File: config.mk
export PLATFORM = sky130hd
export DESIGN_NAME = fir_tap_mac
export DESIGN_NICKNAME = d
export VERILOG_FILES = /design/src/rtl/fir_pkg.sv /design/src/rtl/fir_round_sat.sv /design/src/rtl/fir_tap_mac.sv
export SDC_FILE = /design/constraint.sdc
export NUM_CORES = 1
export LEC_CHECK = 0
export CORE_MARGIN = 2
export CORE_UTILIZATION = 45
export DETAILED_ROUTE_END_ITERATION = 16
export DONT_BUFFER_PORTS = 1
export SLEW_MARGIN = 15
export SYNTH_ARGS = -nofsm -noshare
export SYNTH_HDL_FRONTEND = slang
export SYNTH_SLANG_ARGS = --single-unit
export TNS_END_PERCENT = 100
File: constraint.sdc
create_clock -name clk -period 5.25 [get_ports clk]
set_clock_uncertainty 0.05 [all_clocks]
set_input_delay 0 -clock clk [delete_from_list [all_inputs] [get_ports clk]]
set_output_delay 0 -clock clk [all_outputs]
set_load 0.05 [all_outputs]
File: src/rtl/fir_pkg.sv
// Shared state encoding and width helpers for the fir_tap_mac output stage.
// Optional output clamping is selected by FIR_TAP_MAC_SAT_EN (see fir_round_sat).
package fir_pkg;

  typedef enum logic [1:0] {
    ST_IDLE = 2'd0,
    ST_ACC  = 2'd1,
    ST_OUT  = 2'd2
  } fir_state_e;

  function automatic int clog2(input int n);
    int r;
    r = 0;
    for (int i = 0; i < 31; i++) begin
      if ((1 << i) < n) r = i + 1;
    end
    return r;
  endfunction

  // Full-precision product plus log2(TAPS) bits of accumulation growth.
  function automatic int acc_width(input int w_in, input int c_in, input int taps);
    return w_in + c_in + clog2(taps);
  endfunction

endpackage

File: src/rtl/fir_round_sat.sv
// Rounding right-shift and width reduction of the MAC sum. Clamps to the output
// range when FIR_TAP_MAC_SAT_EN is defined, otherwise wraps (two's complement).
module fir_round_sat #(
  parameter int ACC_W = 14,
  parameter int SHIFT = 0,
  parameter int Y_OUT = 20
) (
  input  logic signed [ACC_W-1:0] acc,
  output logic signed [Y_OUT-1:0] y,
  output logic                    sat
);
  // One guard bit so adding the rounding constant can never overflow.
  localparam int SUM_W = ACC_W + 1;

  logic signed [SUM_W-1:0] sum;
  logic signed [SUM_W-1:0] r;

  if (SHIFT > 0) begin : g_round
    localparam logic signed [SUM_W-1:0] HALF = SUM_W'(1) << (SHIFT - 1);
    always_comb begin
      sum = SUM_W'(acc) + HALF;
      r   = sum >>> SHIFT;
    end
  end else begin : g_pass
    always_comb begin
      sum = SUM_W'(acc);
      r   = sum;
    end
  end

  if (Y_OUT >= SUM_W) begin : g_wide
    assign y   = Y_OUT'(r);
    assign sat = 1'b0;
  end else begin : g_narrow
`ifdef FIR_TAP_MAC_SAT_EN
    localparam logic signed [SUM_W-1:0] Y_MAX = {{(SUM_W-Y_OUT+1){1'b0}}, {(Y_OUT-1){1'b1}}};
    localparam logic signed [SUM_W-1:0] Y_MIN = {{(SUM_W-Y_OUT+1){1'b1}}, {(Y_OUT-1){1'b0}}};
    always_comb begin
      y   = r[Y_OUT-1:0];
      sat = 1'b0;
      if (r > Y_MAX) begin
        y   = Y_MAX[Y_OUT-1:0];
        sat = 1'b1;
      end else if (r < Y_MIN) begin
        y   = Y_MIN[Y_OUT-1:0];
        sat = 1'b1;
      end
    end
`else
    // Bits above the output width are dropped by design in wrap mode.
    logic unused_hi;
    assign unused_hi = ^r[SUM_W-1:Y_OUT];
    assign y         = r[Y_OUT-1:0];
    assign sat       = 1'b0;
`endif
  end

endmodule

File: src/rtl/fir_tap_mac.sv
// Time-multiplexed FIR tap stage: delay line, double-buffered coefficients and one
// shared MAC, one result per accepted sample. FIR_TAP_MAC_SAT_EN enables clamping.
module fir_tap_mac
  import fir_pkg::*;
#(
  parameter  int W_IN  = 7,
  parameter  int C_IN  = 5,
  parameter  int TAPS  = 4,
  parameter  int Y_OUT = 20,
  parameter  int SHIFT = 0,
  localparam int AW    = clog2(TAPS),
  localparam int ACC_W = acc_width(W_IN, C_IN, TAPS)
) (
  input  logic                    clk,
  input  logic                    rst,
  input  logic                    in_valid,
  output logic                    in_ready,
  input  logic signed [W_IN-1:0]  in_data,
  input  logic                    coef_we,
  input  logic [AW-1:0]           coef_addr,
  input  logic signed [C_IN-1:0]  coef_data,
  output logic                    out_valid,
  input  logic                    out_ready,
  output logic signed [Y_OUT-1:0] out_data,
  output logic                    out_sat,
  output logic                    busy
);
  localparam int            P_W  = W_IN + C_IN;
  localparam logic [AW-1:0] LAST = AW'(TAPS - 1);

  fir_state_e              state_q, state_d;
  logic signed [W_IN-1:0]  d_q     [TAPS];
  logic signed [W_IN-1:0]  d_d     [TAPS];
  logic signed [C_IN-1:0]  c_sh_q  [TAPS];
  logic signed [C_IN-1:0]  c_sh_d  [TAPS];
  logic signed [C_IN-1:0]  c_act_q [TAPS];
  logic signed [C_IN-1:0]  c_act_d [TAPS];
  logic signed [ACC_W-1:0] acc_q, acc_d, acc_sum;
  logic [AW-1:0]           idx_q, idx_d;
  logic signed [Y_OUT-1:0] out_data_q, out_data_d, rs_y;
  logic                    out_sat_q, out_sat_d, rs_sat;
  logic signed [P_W-1:0]   prod;

  fir_round_sat #(
    .ACC_W(ACC_W),
    .SHIFT(SHIFT),
    .Y_OUT(Y_OUT)
  ) u_round_sat (
    .acc(acc_sum),
    .y  (rs_y),
    .sat(rs_sat)
  );

  always_comb begin
    state_d    = state_q;
    d_d        = d_q;
    c_sh_d     = c_sh_q;
    c_act_d    = c_act_q;
    acc_d      = acc_q;
    idx_d      = idx_q;
    out_data_d = out_data_q;
    out_sat_d  = out_sat_q;

    prod    = P_W'(d_q[idx_q]) * P_W'(c_act_q[idx_q]);
    acc_sum = acc_q + ACC_W'(prod);

    unique case (state_q)
      ST_IDLE: begin
        if (in_valid) begin
          d_d[0] = in_data;
          for (int k = 1; k < TAPS; k++) d_d[k] = d_q[k-1];
          c_act_d = c_sh_q;
          acc_d   = '0;
          idx_d   = '0;
          state_d = ST_ACC;
        end
      end
      ST_ACC: begin
        acc_d = acc_sum;
        idx_d = idx_q + 1'b1;
        if (idx_q == LAST) begin
          out_data_d = rs_y;
          out_sat_d  = rs_sat;
          state_d    = ST_OUT;
        end
      end
      ST_OUT: begin
        if (out_ready) state_d = ST_IDLE;
      end
      default: state_d = ST_IDLE;
    endcase

    // Shadow write is applied after the accept-time copy, so it affects the next sample.
    if (coef_we && (int'(coef_addr) < TAPS)) c_sh_d[coef_addr] = coef_data;
  end

  always_ff @(posedge clk) begin
    if (rst) begin
      state_q    <= ST_IDLE;
      acc_q      <= '0;
      idx_q      <= '0;
      out_data_q <= '0;
      out_sat_q  <= 1'b0;
      for (int k = 0; k < TAPS; k++) begin
        d_q[k]     <= '0;
        c_sh_q[k]  <= '0;
        c_act_q[k] <= '0;
      end
    end else begin
      state_q    <= state_d;
      d_q        <= d_d;
      c_sh_q     <= c_sh_d;
      c_act_q    <= c_act_d;
      acc_q      <= acc_d;
      idx_q      <= idx_d;
      out_data_q <= out_data_d;
      out_sat_q  <= out_sat_d;
    end
  end

  assign in_ready  = (state_q == ST_IDLE) && !rst;
  assign out_valid = (state_q == ST_OUT);
  assign busy      = (state_q != ST_IDLE);
  assign out_data  = out_data_q;
  assign out_sat   = out_sat_q;

endmodule

Word-level counts from Yosys, hierarchy flattened
Index checks and enable logic that the tools add are counted.
{"block": "totals", "ff_bits": 100, "inputBits": 19, "out_inout_bits": 24}
{"block": "op_classes", "n_addsub": 2, "multipliers": 1, "order_cmp": 3, "eq_ne": 6, "muxes": 17, "bitwise_logic": 2, "n_reduce_logical": 10}
{"cell": "$pmux 14 s2", "n": 1}
{"cell": "$bwmux 20", "n": 1}
{"cell": "$mux 5", "n": 3}
{"cell": "$add 14x12->14", "n": 1}
{"cell": "$bmux 7 s2", "n": 1}
{"cell": "$mux 14", "n": 1}
{"cell": "$mux 7", "n": 2}
{"cell": "$mul 7x5->12", "n": 1}
{"cell": "$bmux 5 s2", "n": 1}
{"cell": "$demux 5 s2", "n": 1}
{"cell": "$mux 2", "n": 4}
{"cell": "$ge 3x3->1 const B", "n": 2}
{"cell": "$not 2->3", "n": 2}
{"cell": "$pmux 2 s3", "n": 1}
{"cell": "$reduce_and 2->1", "n": 3}
{"cell": "$eq 2x2->1 const B", "n": 2}
{"cell": "$ne 2x2->1 const B", "n": 2}
{"cell": "$pmux 2 s2", "n": 1}
{"cell": "$reduce_bool 2->1", "n": 2}
{"cell": "$lt 3x1->1 const B", "n": 1}
{"cell": "$reduce_and 3->1", "n": 1}
{"cell": "$add 2x1->2 const B", "n": 1}
{"cell": "$eq 2x1->1 const B", "n": 1}
{"cell": "$logic_and 1x1->1", "n": 2}
{"cell": "other kinds (3)", "n": 3}

Logic depth before layout (Yosys ltp)
{"block": "depth", "ltp_word": 7, "ltp_mapped": 20}

By module
From an unflattened synthesis, not the netlist that was laid out.
{"block": "unflattened", "cells_unflattened": 677, "area_unflattened_um2": 6084.6}
{"module": "fir_tap_mac", "n_inst": 1, "cells_each": 655, "area_per_inst_um2": 5923.2, "seq_area_each_um2": 2142.1}
{"module": "fir_round_sat", "n_inst": 1, "cells_each": 22, "area_per_inst_um2": 161.4, "seq_area_each_um2": 0.0}

Least setup slack after synthesis
No wires, ideal clock.
{"block": "synth_timing", "kind": "flip-flop to flip-flop", "startpoint": "register idx_q[0]", "endpoint": "register out_data_q[13], in the netlist out_data[13]", "setup_time_ps": 63, "t_arrival_ps": 4989, "required_ps": 5137, "slack_ps": 148, "stages_incl_launch_ff": 17, "path_cell_list": "dfxtp_1 -> buf_2 -> buf_2 -> mux4_2 -> nand2b_1 -> fa_1 -> fa_1 -> inv_1 -> fa_1 -> fa_1 -> inv_1 -> fa_1 -> nand2b_1 -> a21oi_1 -> nand4_1 -> a2111o_1 -> nand3_1"}
{"block": "synth_via", "elab_chain_cells": 6, "elab_cells_between_ends": 11, "cone_classes": "add/sub (1); mul (1); eq/ne (1); mux (6); bitwise (1); reduce/logical (1)"}
{"item": "start: declaration", "line_no": "fir_tap_mac.sv:39", "rtl": "logic [AW-1:0] idx_q, idx_d;"}
{"item": "start signal: assignment", "line_no": "fir_tap_mac.sv:115", "rtl": "idx_q <= idx_d;"}
{"item": "$not 2->3 (not written as such)", "line_no": "fir_tap_mac.sv:64", "rtl": "prod = P_W'(d_q[idx_q]) * P_W'(c_act_q[idx_q]);"}
{"item": "$bmux 7 s2 or $bmux 5 s2 (tied branches)", "line_no": "fir_tap_mac.sv:64"}
{"item": "$mux 7 (not written as such) or $mux 5 (tied branches) (2 in a row)", "line_no": "fir_tap_mac.sv:64"}
{"item": "$mul 7x5->12", "line_no": "fir_tap_mac.sv:64"}
{"item": "$add 14x12->14", "line_no": "fir_tap_mac.sv:65", "rtl": "acc_sum = acc_q + ACC_W'(prod);"}
{"item": "end signal: assignment", "line_no": "fir_tap_mac.sv:116", "rtl": "out_data_q <= out_data_d;"}
{"item": "end: declaration", "line_no": "fir_tap_mac.sv:40", "rtl": "logic signed [Y_OUT-1:0] out_data_q, out_data_d, rs_y;"}
Parallel ways exist; a longest one is shown, timed or not. The select of a mux whose other input is x is not followed.
A chain may end at the register's enable or synchronous reset.

Worst setup path in the final report
{"block": "layout_timing", "startpoint": "register idx_q[1]", "endpoint": "register out_data_q[13], in the netlist out_data[13]"}
The elaborated chain is that of the path after synthesis.

==> impl_metrics.ini <==
[cells_and_area]
stdcell_count = 805
area_growth_pct = 11.8
fin_nets = 716
antennaDiodeCount = 0
finish.utilization_pct = 51.0
drive_gt1_share_pct = 8.69
stdcell_area_sq_um = 6390

[placement]
dpl.hpwl_mm = 8.86
gp_congestion = 0.824
portBuffers = 0
placed_area_sq_um = 5820
placed_cells = 768
place_ws_ns = 0.0465

[routing]
dr.pass1.iters = 4
wl_per_cell_microns = 15.8
drt-total-wl_mm = 12.7
drt_iter0_drc = 182
vias = 4192
vias_per_cell = 5.21
drc = 0
drtAntennaViolNets = 0

[critical_path]
path_buf_inv = 4
cpMostUsedCell = fa_1
worst_setup_path_start_kind = register
path_depth = 16
reg2reg_depth = 16
crit_path_end_kind = register
cp.arrival_ns = 5.23
cp.required_ns = 5.48
crit_slowest_cell = fa_1
slowest_delay_ns = 0.54
crit_family = adder cells
critPathKind = reg2reg
crit_fanout = 8
crit_path_cell_trace = buf_4 -> mux4_2 -> and2_1 -> fa_1 -> inv_1 -> fa_1 -> inv_1 -> fa_1 -> fa_1 -> inv_1 -> fa_1 -> nand2b_1 -> a21oi_2 -> nand4_1 -> a2111o_1 -> nand3_1

[global_routing]
grt_pass1_wl_mm = 20.9
antenna_found_initial = 0
grt_pass1_vias = 4208
grt_usage_pct = 20.1
grt_max_degree = 106
grt_overflow = 0

[sta]
period_share_pct = 95.3
timing.hold.ws_ns = -0.00718
totalNegativeSetupSlack_ns = 0
hold_viol_final = 4
setup_viol = 0
fmax_mhz = 200
drv_slew = 0
period_needed_ns = 5.00
worst_slew_pin_slew_ns = 1.01
slew_headroom_pct = 32.5
worst_slack_ns = 0.248

[logic_synthesis]
synth_area_leaders = dfxtp_1 (35%), fa_1 (14%), nand2_1 (9.0%)
ys_ff_latch = 100
synth_nets = 715
ys_seq_area_share_pct = 35.0
avgSynthCellArea_sq_um = 9.11
synthFlopType = dfxtp_1
synth_top_area_share_pct = 35.0
synth_common_cells = nand2_1 (137), dfxtp_1 (100), a21oi_1 (81)
yosys.cell_count.top_type = nand2_1
synth-edff-count = 0
synthCells = 627
yosysTopAreaCell = dfxtp_1
async_reset_ff_share_pct = 0
ys_types = 40
ys_warn_count = 0
syn_area_sq_um = 5710

[clock_tree]
clockBufferDepth = 2
clk_pin_slew_ns = 0.07
clock_sinks = 100
htreeDepth = 3
cts_made_buffers = 9
clk_latency_ns = 0.35
cts_tree = yes
cts-root-buf = clkbuf_16

[power_and_ir_drop]
switching_share_pct = 24.8
ir_drop_mv = 0.235
p_leak_nw = 2.72
netSwitchingPower_mw = 0.416
power_frac_comb_pct = 8.7
power_density_nw_per_um2 = 263
sequentialPowerShare_pct = 46.8
p_int_mw = 1.26
clockPowerShare_pct = 44.5
p_total_mw = 1.68

[floorplan]
core_sq_um = 12500
start_util_pct = 45.6
die_y_microns = 117
dieWidth_microns = 117
rows = 41
die-area_sq_um = 13600
io_pins = 43

[status]
status = finished, violations left
violations = negative hold slack

[run]
drv_cap = 0

[min_path]
hold_depth = 2
hp-class = in2reg
[final timing paths]
check,start,slack (ns),to
setup / recovery,idx_q[1]$_SDFFE_PP0P_,0.25,out_data[13]$_SDFFE_PP0P_
hold / removal,rst,-0.007,out_data[11]$_SDFFE_PP0P_
hold reg to reg,c_sh_q[14]$_SDFFE_PP0P_,0.40,c_act_q[14]$_SDFFE_PP0P_
setup reg to reg,idx_q[1]$_SDFFE_PP0P_,0.25,out_data[13]$_SDFFE_PP0P_
[kinds of logic after synthesis]
kind of cell               count (synthesis)  synth area share (%)
xor gates and xnor gates                  14                  2.15
muxes                                     33                  8.43
adders and majority gates                 69                  20.2
DFF                                      100                  35.0
other                                      1                0.0656
buffers and inverters                     72                  5.37
AOI/OAI and AO/OA                        100                  10.0
and+or+nand+nor                          238                  18.7
[flip-flops by register name, summed over array words and instances (netlist names)]
name and count:
out_data 14, c_act_q 20, state_q 2, c_sh_q 20, d_q 28, idx_q 2
acc_q 14
[cell type report]
| type | count | area (sq um) |
|---|---|---|
| Clock inverter | 6 | 96.3 |
| Fill cell | 1197 | 6130 |
| Sequential cell | 100 | 2010 |
| Inverter | 30 | 113 |
| Timing Repair Buffer | 32 | 307 |
| Clock buffer | 10 | 239 |
| Tap cell | 172 | 215 |
| Multi-Input combinational cell | 455 | 3410 |
[cells in the final DEF, fill, tap and decap left out, types with 2 or more instances in the layout]
master           n
nand2_1        136
dfxtp_1         98
a21oi_1         80
fa_1            39
inv_1           30
ha_1            30
nor2_1          29
and2_1          26
mux2i_1         20
nand3_1         17
dlygate4sd3_1   17
buf_4           13
mux4_2          12
xnor2_1         11
clkbuf_16        9
nor2b_1          8
nand2b_1         8
o211ai_1         4
a21o_1           3
a21oi_2          3
nand4_1          3
o21ai_0          3
xor2_1           3
nand3b_1         3
clkinv_4         2
bufinv_16        2
[timing repair]
action                     CTS  global route
hold endpoints to repair   100             0
setup endpoints to repair    0             9
buffers inserted             0             3
hold buffers                18             0
resized for setup            0             3
[power by group through the flow]
stage	sequential, mW	clock, mW	combinational (mW)
2_1_floorplan	0.799	0	0.105
3_3_place_gp	0.803	0	0.117
3_5_place_dp	0.804	0	0.119
4_1_cts	0.786	0.764	0.146
5_1_grt	0.788	0.792	0.162
6_report	0.786	0.747	0.146
[layer usage]
| layer | routed length, microns | track usage [%] | up-vias |
|---|---|---|---|
| met2 | 6040 | 32.2 | 69 |
| met3 | 422 | 3.01 | 20 |
| met1 | 5920 | 27.3 | 2041 |
| met4 | 339 | 8.55 | 0 |
| li1 | - | - | 2062 |
| met5 | 0 | 0 | - |
No activity file was read; power rests on OpenSTA's default activity.
